## src/rtl/mem_req_ctrl_pkg.sv

```systemverilog
// Shared CPU definitions for the data-memory request path:
// controller state encoding and the default bus timeout.
package mem_req_ctrl_pkg;

  localparam int unsigned MEM_TIMEOUT_DEFAULT = 255;
  localparam int unsigned MEM_CNT_W           = 16;

  typedef enum logic [1:0] {
    ST_IDLE = 2'd0,
    ST_REQ  = 2'd1,
    ST_DONE = 2'd2
  } mem_state_e;

endpackage

```

## src/rtl/mem_req_ctrl.sv

```systemverilog
// Data-memory request controller: turns a pipeline access into a single
// bus transaction, stalls the pipeline while it is outstanding, and times it out.
module mem_req_ctrl
  import mem_req_ctrl_pkg::*;
#(
  parameter int unsigned TIMEOUT = MEM_TIMEOUT_DEFAULT
) (
  input  logic        clk,
  input  logic        rst_n,
  input  logic        mem_en,
  input  logic        mem_we,
  input  logic [3:0]  mem_be,
  input  logic [31:0] mem_wdata,
  input  logic [31:0] paddr,
  input  logic        uncached,
  input  logic        mmu_exp,
  input  logic        flush,
  output logic        mem_stall,
  output logic [31:0] mem_rdata,
  output logic        mem_done,
  output logic        mem_bus_err,
  output logic [31:0] bus_addr,
  output logic        bus_read,
  output logic        bus_write,
  output logic [3:0]  bus_be,
  output logic [31:0] bus_wdata,
  output logic        bus_uncached,
  input  logic        bus_ack,
  input  logic [31:0] bus_rdata
);

  localparam logic [MEM_CNT_W-1:0] CNT_LAST = MEM_CNT_W'(TIMEOUT - 1);

  mem_state_e           state;
  logic [MEM_CNT_W-1:0] cnt;
  logic                 flushed;
  logic                 done_ok;
  logic                 timed_out;
  logic                 start;
  logic                 cancel;

  assign start  = (state == ST_IDLE) & mem_en & ~mmu_exp & ~flush;
  assign cancel = flushed | flush;

  // Completion pulses are gated by flush in the DONE cycle itself, so the
  // registered completion flags are qualified combinationally here.
  always_comb begin
    mem_stall   = start | (state == ST_REQ);
    mem_done    = (state == ST_DONE) & done_ok & ~flush;
    mem_bus_err = (state == ST_DONE) & done_ok & timed_out & ~flush;
  end

  always_ff @(posedge clk or negedge rst_n) begin
    if (!rst_n) begin
      state        <= ST_IDLE;
      cnt          <= '0;
      flushed      <= 1'b0;
      done_ok      <= 1'b0;
      timed_out    <= 1'b0;
      mem_rdata    <= '0;
      bus_addr     <= '0;
      bus_read     <= 1'b0;
      bus_write    <= 1'b0;
      bus_be       <= '0;
      bus_wdata    <= '0;
      bus_uncached <= 1'b0;
    end else begin
      case (state)
        ST_IDLE: begin
          if (start) begin
            bus_addr     <= paddr;
            bus_be       <= mem_be;
            bus_wdata    <= mem_wdata;
            bus_uncached <= uncached;
            bus_read     <= ~mem_we;
            bus_write    <= mem_we;
            cnt          <= '0;
            flushed      <= 1'b0;
            done_ok      <= 1'b0;
            timed_out    <= 1'b0;
            state        <= ST_REQ;
          end
        end
        ST_REQ: begin
          if (flush) flushed <= 1'b1;
          // Ack takes priority over a coinciding timeout.
          if (bus_ack) begin
            if (bus_read && !cancel) mem_rdata <= bus_rdata;
            bus_read  <= 1'b0;
            bus_write <= 1'b0;
            done_ok   <= ~cancel;
            timed_out <= 1'b0;
            state     <= ST_DONE;
          end else if (cnt == CNT_LAST) begin
            bus_read  <= 1'b0;
            bus_write <= 1'b0;
            done_ok   <= ~cancel;
            timed_out <= 1'b1;
            state     <= ST_DONE;
          end else begin
            cnt <= cnt + 1'b1;
          end
        end
        ST_DONE: state <= ST_IDLE;
        default: state <= ST_IDLE;
      endcase
    end
  end

endmodule

```

## config.mk

```make
export PLATFORM = sky130hd
export DESIGN_NAME = mem_req_ctrl
export DESIGN_NICKNAME = d
export VERILOG_FILES = /design/src/rtl/mem_req_ctrl_pkg.sv /design/src/rtl/mem_req_ctrl.sv
export SDC_FILE = /design/constraint.sdc
export NUM_CORES = 1
export LEC_CHECK = 0
export BUFFER_PORTS_ARGS = -buffer_cell sky130_fd_sc_hd__buf_2
export CORE_ASPECT_RATIO = 0.7
export CORE_MARGIN = 2
export CORE_UTILIZATION = 25
export DETAILED_ROUTE_END_ITERATION = 16
export HOLD_SLACK_MARGIN = 0.05
export SETUP_SLACK_MARGIN = 0.2
export SYNTH_ARGS = -nofsm -noshare
export SYNTH_HDL_FRONTEND = slang
export SYNTH_SLANG_ARGS = --single-unit
```

## constraint.sdc

```tcl
create_clock -name clk -period 2.25 [get_ports clk]
set_input_delay 0.225 -clock clk [delete_from_list [all_inputs] [get_ports clk]]
set_output_delay 0.225 -clock clk [all_outputs]
set_load 0.005 [all_outputs]
```

# --- Yosys cells after proc, flatten, opt, wreduce, memory -nomap -nowiden ---
# Cells that the tools add are included.
op_classes:
  addsub: 1
  n_eq_ne: 8
  n_mux: 23
  bitwise: 13
  reduce_logical: 10
op_table:
  columns: ["cell", "n"]
  rows:
  - ["$mux W16", 3]
  - ["$pmux W16 S2", 1]
  - ["$add A16 B1 Y16 const B", 1]
  - ["$eq A16 B8 Y1 const B", 1]
  - ["$mux W1", 10]
  - ["$pmux W1 S2", 5]
  - ["$reduce_and A3 Y1", 3]
  - ["$ne A2 B2 Y1 const B", 4]
  - ["$and A1 B1 Y1", 7]
  - ["$mux W2", 3]
  - ["$not A1 Y1", 4]
  - ["$pmux W2 S2", 1]
  - ["$reduce_and A2 Y1", 2]
  - ["$reduce_and A4 Y1", 1]
  - ["$ne A3 B2 Y1 const B", 1]
  - ["$eq A2 B1 Y1 const B", 1]
  - ["$eq A2 B2 Y1 const B", 1]
  - ["$logic_not A2 Y1", 1]
  - ["$or A1 B1 Y1", 2]
  - ["$reduce_bool A2 Y1", 1]
  - ["$logic_and A1 B1 Y1", 1]
  - ["$logic_not A1 Y1", 1]
word_totals:
  ff_bits: 124
  inputBits: 108
  out_inout_bits: 106
  wordCells: 67

# --- Depth between registers and ports, before layout ---
depth:
  word_depth: 6
  ltp_mapped: 8
  depth_no_buf: 8

# --- Worst setup path before layout ---
# No wires, ideal clock.
synth_path:
  kind: "reg2reg"
  from: "reg cnt[3]"
  to: "reg cnt[15]"
  setup_time_ns: 0.124
  arrival_ns: 1.822
  required_time_ns: 2.126
  path_slack_ns: 0.304
  stages_incl_launch_ff: 6
  n_path_buf: 0
  period_less_slack_ns: 1.946
  cell_sequence: "dfrtp_1 nand3_4 or3_4 or4_4 and3_1 a211o_1"
synth_via:
  elab_chain_cells: 4
  word_cells_on_any_way: 7
  cone_classes: "add/sub: 1; eq/ne: 2; mux: 3; reduce/logical: 1"
synth_rtl:
  columns: ["item", "line_no", "source"]
  rows:
  - ["start, declared", "mem_req_ctrl.sv:35", "logic [MEM_CNT_W-1:0] cnt;"]
  - ["start signal, assigned", "mem_req_ctrl.sv:101", "cnt <= cnt + 1'b1;"]
  - ["$add A16 B1 Y16", "mem_req_ctrl.sv:101", null]
  - ["$mux W16", "mem_req_ctrl.sv:94", "end else if (cnt == CNT_LAST) begin"]
  - ["$mux W16", "mem_req_ctrl.sv:87", "if (bus_ack) begin"]
  - ["$pmux W16 S2", "mem_req_ctrl.sv:68", "case (state)"]
# Several ways; a longest one is shown, not always the timed one. The select of a mux whose other input is x is not followed.
# A chain may end at the register's enable or synchronous reset.

# --- Worst setup path in the final report ---
# Ends and elaborated chain as after synthesis.

==> run_results.csv <==
group,metric,value,unit
synthesis,syn_inst,493,
critical_path,criticalPathCategory,"reg2reg",
synthesis,synthesis.nets,603,
floorplanning,io_pins,214,
global_routing,track_usage,14.4,%
pwr,seq_power_share,42.6,%
critical_path,worstRegToRegCells,5,
layout,drive_above_1_share,36.3,%
layout,final_common_cell,"nand2_1",
layout,design_area,0.00805,mm²
floorplanning,coreArea,0.0197,mm²
synthesis,synth_area,0.00498,mm²
synthesis,ys_seq_area_share,62.3,%
clock_network,ctsLongestPathBuffers,2,
pwr,ir_drop,517,µV
route,drc_errors,0,
route,drtIter0Drc,243,
route,via_count,4635,
layout,final_cell_mix,"nand2_1, buf_2, dfrtp_1, dlygate4sd3_1, mux2_2",
floorplanning,die_h,122,µm
pwr,clockPowerShare,38.0,%
pwr,power_frac_comb,19.4,%
critical_path,cp.arrival,2.27,ns
synthesis,ys_seq_elements,124,
clock_network,tritoncts,"built",
sta,slew_headroom,54.5,%
synthesis,yosysWarnings,0,
clock_network,cts_max_level,4,
critical_path,cp-end-kind,"register",
synthesis,synth_edf_count,0,
synthesis,ys.flop_type,"dfrtp_1",
clock_network,cts.sinks,124,
route,drt-vias-per-instance,4.23,
pwr,p_per_area,876,mW/mm²
pwr,leakagePower,4.29,nW
placed_design,place_hpwl,9.20,mm
pwr,p_switching,2.00,mW
worst_hold_path,hp-class,"in2reg",
route,wirelength,14.7,mm
sta,slew_violations,0,
placed_design,gp_congestion,0.829,
layout,fin_nets,924,
clock_network,clk_latency,0.41,ns
placed_design,placed_area,0.00644,mm²
synthesis,syn_area_per_cell,10.1,µm²
layout,syn_to_final_growth,61.6,%
sta,fin_setup_tns,0,ns
sta,report.final.setup_viol,0,
global_routing,grt_overflow_total,0,
critical_path,start_kind,"register",
synthesis,ys_async_sr_fraction,100,%
pwr,swShare,28.3,%
clock_network,root_buffer,"clkbuf_16",
route,firstDrtPassIters,5,
global_routing,grt_pass1_vias,4717,
layout,diodes,0,
global_routing,grt_start_max_net_pins,73,
clock_network,clkTransAtPathRegs,0.06,ns
sta,tightest_slew,0.681,ns
route,wire_per_inst,13.4,µm
critical_path,cp_data_required_time,2.54,ns
job,drv_cap,0,
floorplanning,start_util,25.3,%
sta,clock.fmax,505,MHz
sta,clock_skew,0.0103,ns
floorplanning,fp.dieW,173,µm
placed_design,dpl_worst_slack,0.216,ns
run_status,status,"finished clean",
global_routing,antenna_found_initial,0,
sta,rsz0062_at_grt,"true",
critical_path,crit_fanout,8,
clock_network,cts_buffers,17,
worst_hold_path,min_path_cells,2,
pwr,intPower,5.05,mW
global_routing,grt_pass1_wl,24.1,mm
route,antenna_left,0,
pwr,p_total,7.05,mW
sta,finalHoldViolations,0,
floorplanning,dieArea,0.0211,mm²
floorplanning,num_rows,43,
sta,fin_crit,1.98,ns
sta,period_share,87.9,%
sta,holdWs,0.0753,ns
placed_design,port_buffers,213,
sta,fin_ws,0.271,ns
synthesis,ys_types,35,
==> final timing paths <==
check                              start            end  slack (ns)
max in group asynchronous          rst_n         cnt[0]        1.21
setup reg to reg                  cnt[3]        cnt[15]        0.27
min in group asynchronous          rst_n    bus_addr[0]        0.35
setup / recovery                  cnt[3]        cnt[15]        0.27
hold / removal             bus_rdata[13]  mem_rdata[13]        0.08
hold reg to reg                bus_be[2]      bus_be[2]        0.47
==> layer usage <==
| metal | GRT usage (%) | routed length, µm |
|---|---|---|
| met5 | 0 | 0 |
| met4 | 4.13 | 142 |
| met2 | 22.6 | 6620 |
| met3 | 4.96 | 1090 |
| met1 | 19.0 | 6820 |
==> synthesized netlist by cell type (all sizes together) (4+ instances only) <==
cell type / n / share of area (%)
a22o: 5 / 0.88
dfrtp: 124 / 62
clkbuf: 20 / 1.5
nand2: 217 / 16
a21o: 4 / 0.60
and3: 8 / 1.0
inv: 4 / 0.30
o31ai: 4 / 0.60
o21ai: 5 / 0.50
nand3: 23 / 2.6
nor2: 8 / 0.60
nor3: 6 / 0.60
mux2: 32 / 7.2
buf: 4 / 0.38
==> critical path, stage by stage (launching register included) <==
cell and delay (ns):
dfrtp_2 0.42, nand3_4 0.12, or3_4 0.39, or4_4 0.48
and3_1 0.19, a211o_1 0.26
==> state kept, by name, indices dropped and copies added, names as in the netlist <==
| name | count |
|---|---|
| mem_rdata | 32 |
| bus_write | 1 |
| bus_be | 4 |
| bus_wdata | 32 |
| bus_addr | 32 |
| done_ok | 1 |
| bus_uncached | 1 |
| cnt | 16 |
| flushed | 1 |
| state | 2 |
| bus_read | 1 |
| timed_out | 1 |
==> cell families (layout without fill, tap and decap cells) <==
| logic type | after synthesis | after routing | share of synthesized area (%) |
|---|---|---|---|
| simple gates | 276 | 276 | 23.1 |
| flops | 124 | 124 | 62.3 |
| mux | 32 | 32 | 7.24 |
| compound gates | 30 | 30 | 4.47 |
| buf+inv | 28 | 362 | 2.19 |
| fa+ha+maj | 2 | 2 | 0.502 |
| xor+xnor | 1 | 1 | 0.176 |
==> power by group through the flow <==
| stage | sequential [mW] | clock, mW | combinational [mW] |
|---|---|---|---|
| after floorplan | 3.05 | 0 | 0.470 |
| after global placement | 3.01 | 0 | 1.21 |
| after detailed placement | 3.01 | 0 | 1.24 |
| after CTS | 2.99 | 2.78 | 1.37 |
| after global routing | 3.07 | 2.88 | 1.54 |
| final | 3.00 | 2.68 | 1.37 |
==> area by class of cell <==
cell class / instances / area, µm²
clock buffers: 19 / 453
clock inverters: 13 / 131
fillers: 1890 / 11600
inverters: 4 / 15.0
multi-input cells: 341 / 1780
flip-flops and latches: 124 / 3110
well taps: 270 / 338
repair buffers: 326 / 2220
==> repair_timing <==
item	4_1_cts	5_1_grt
gates resized for setup	0	5
buffers inserted	0	1
endpoints found under the hold margin	139	0
hold buffers	101	0
endpoints found under the setup margin	0	2
==> through the flow <==
stage          std cells  util (%)
2_1_floorplan        493         -
3_3_place_gp         963      32.7
3_5_place_dp         963      32.7
4_1_cts             1096      40.8
5_1_grt             1097      40.9
6_report            1097      40.9
Note: power is estimated with default switching activity, not from simulation.
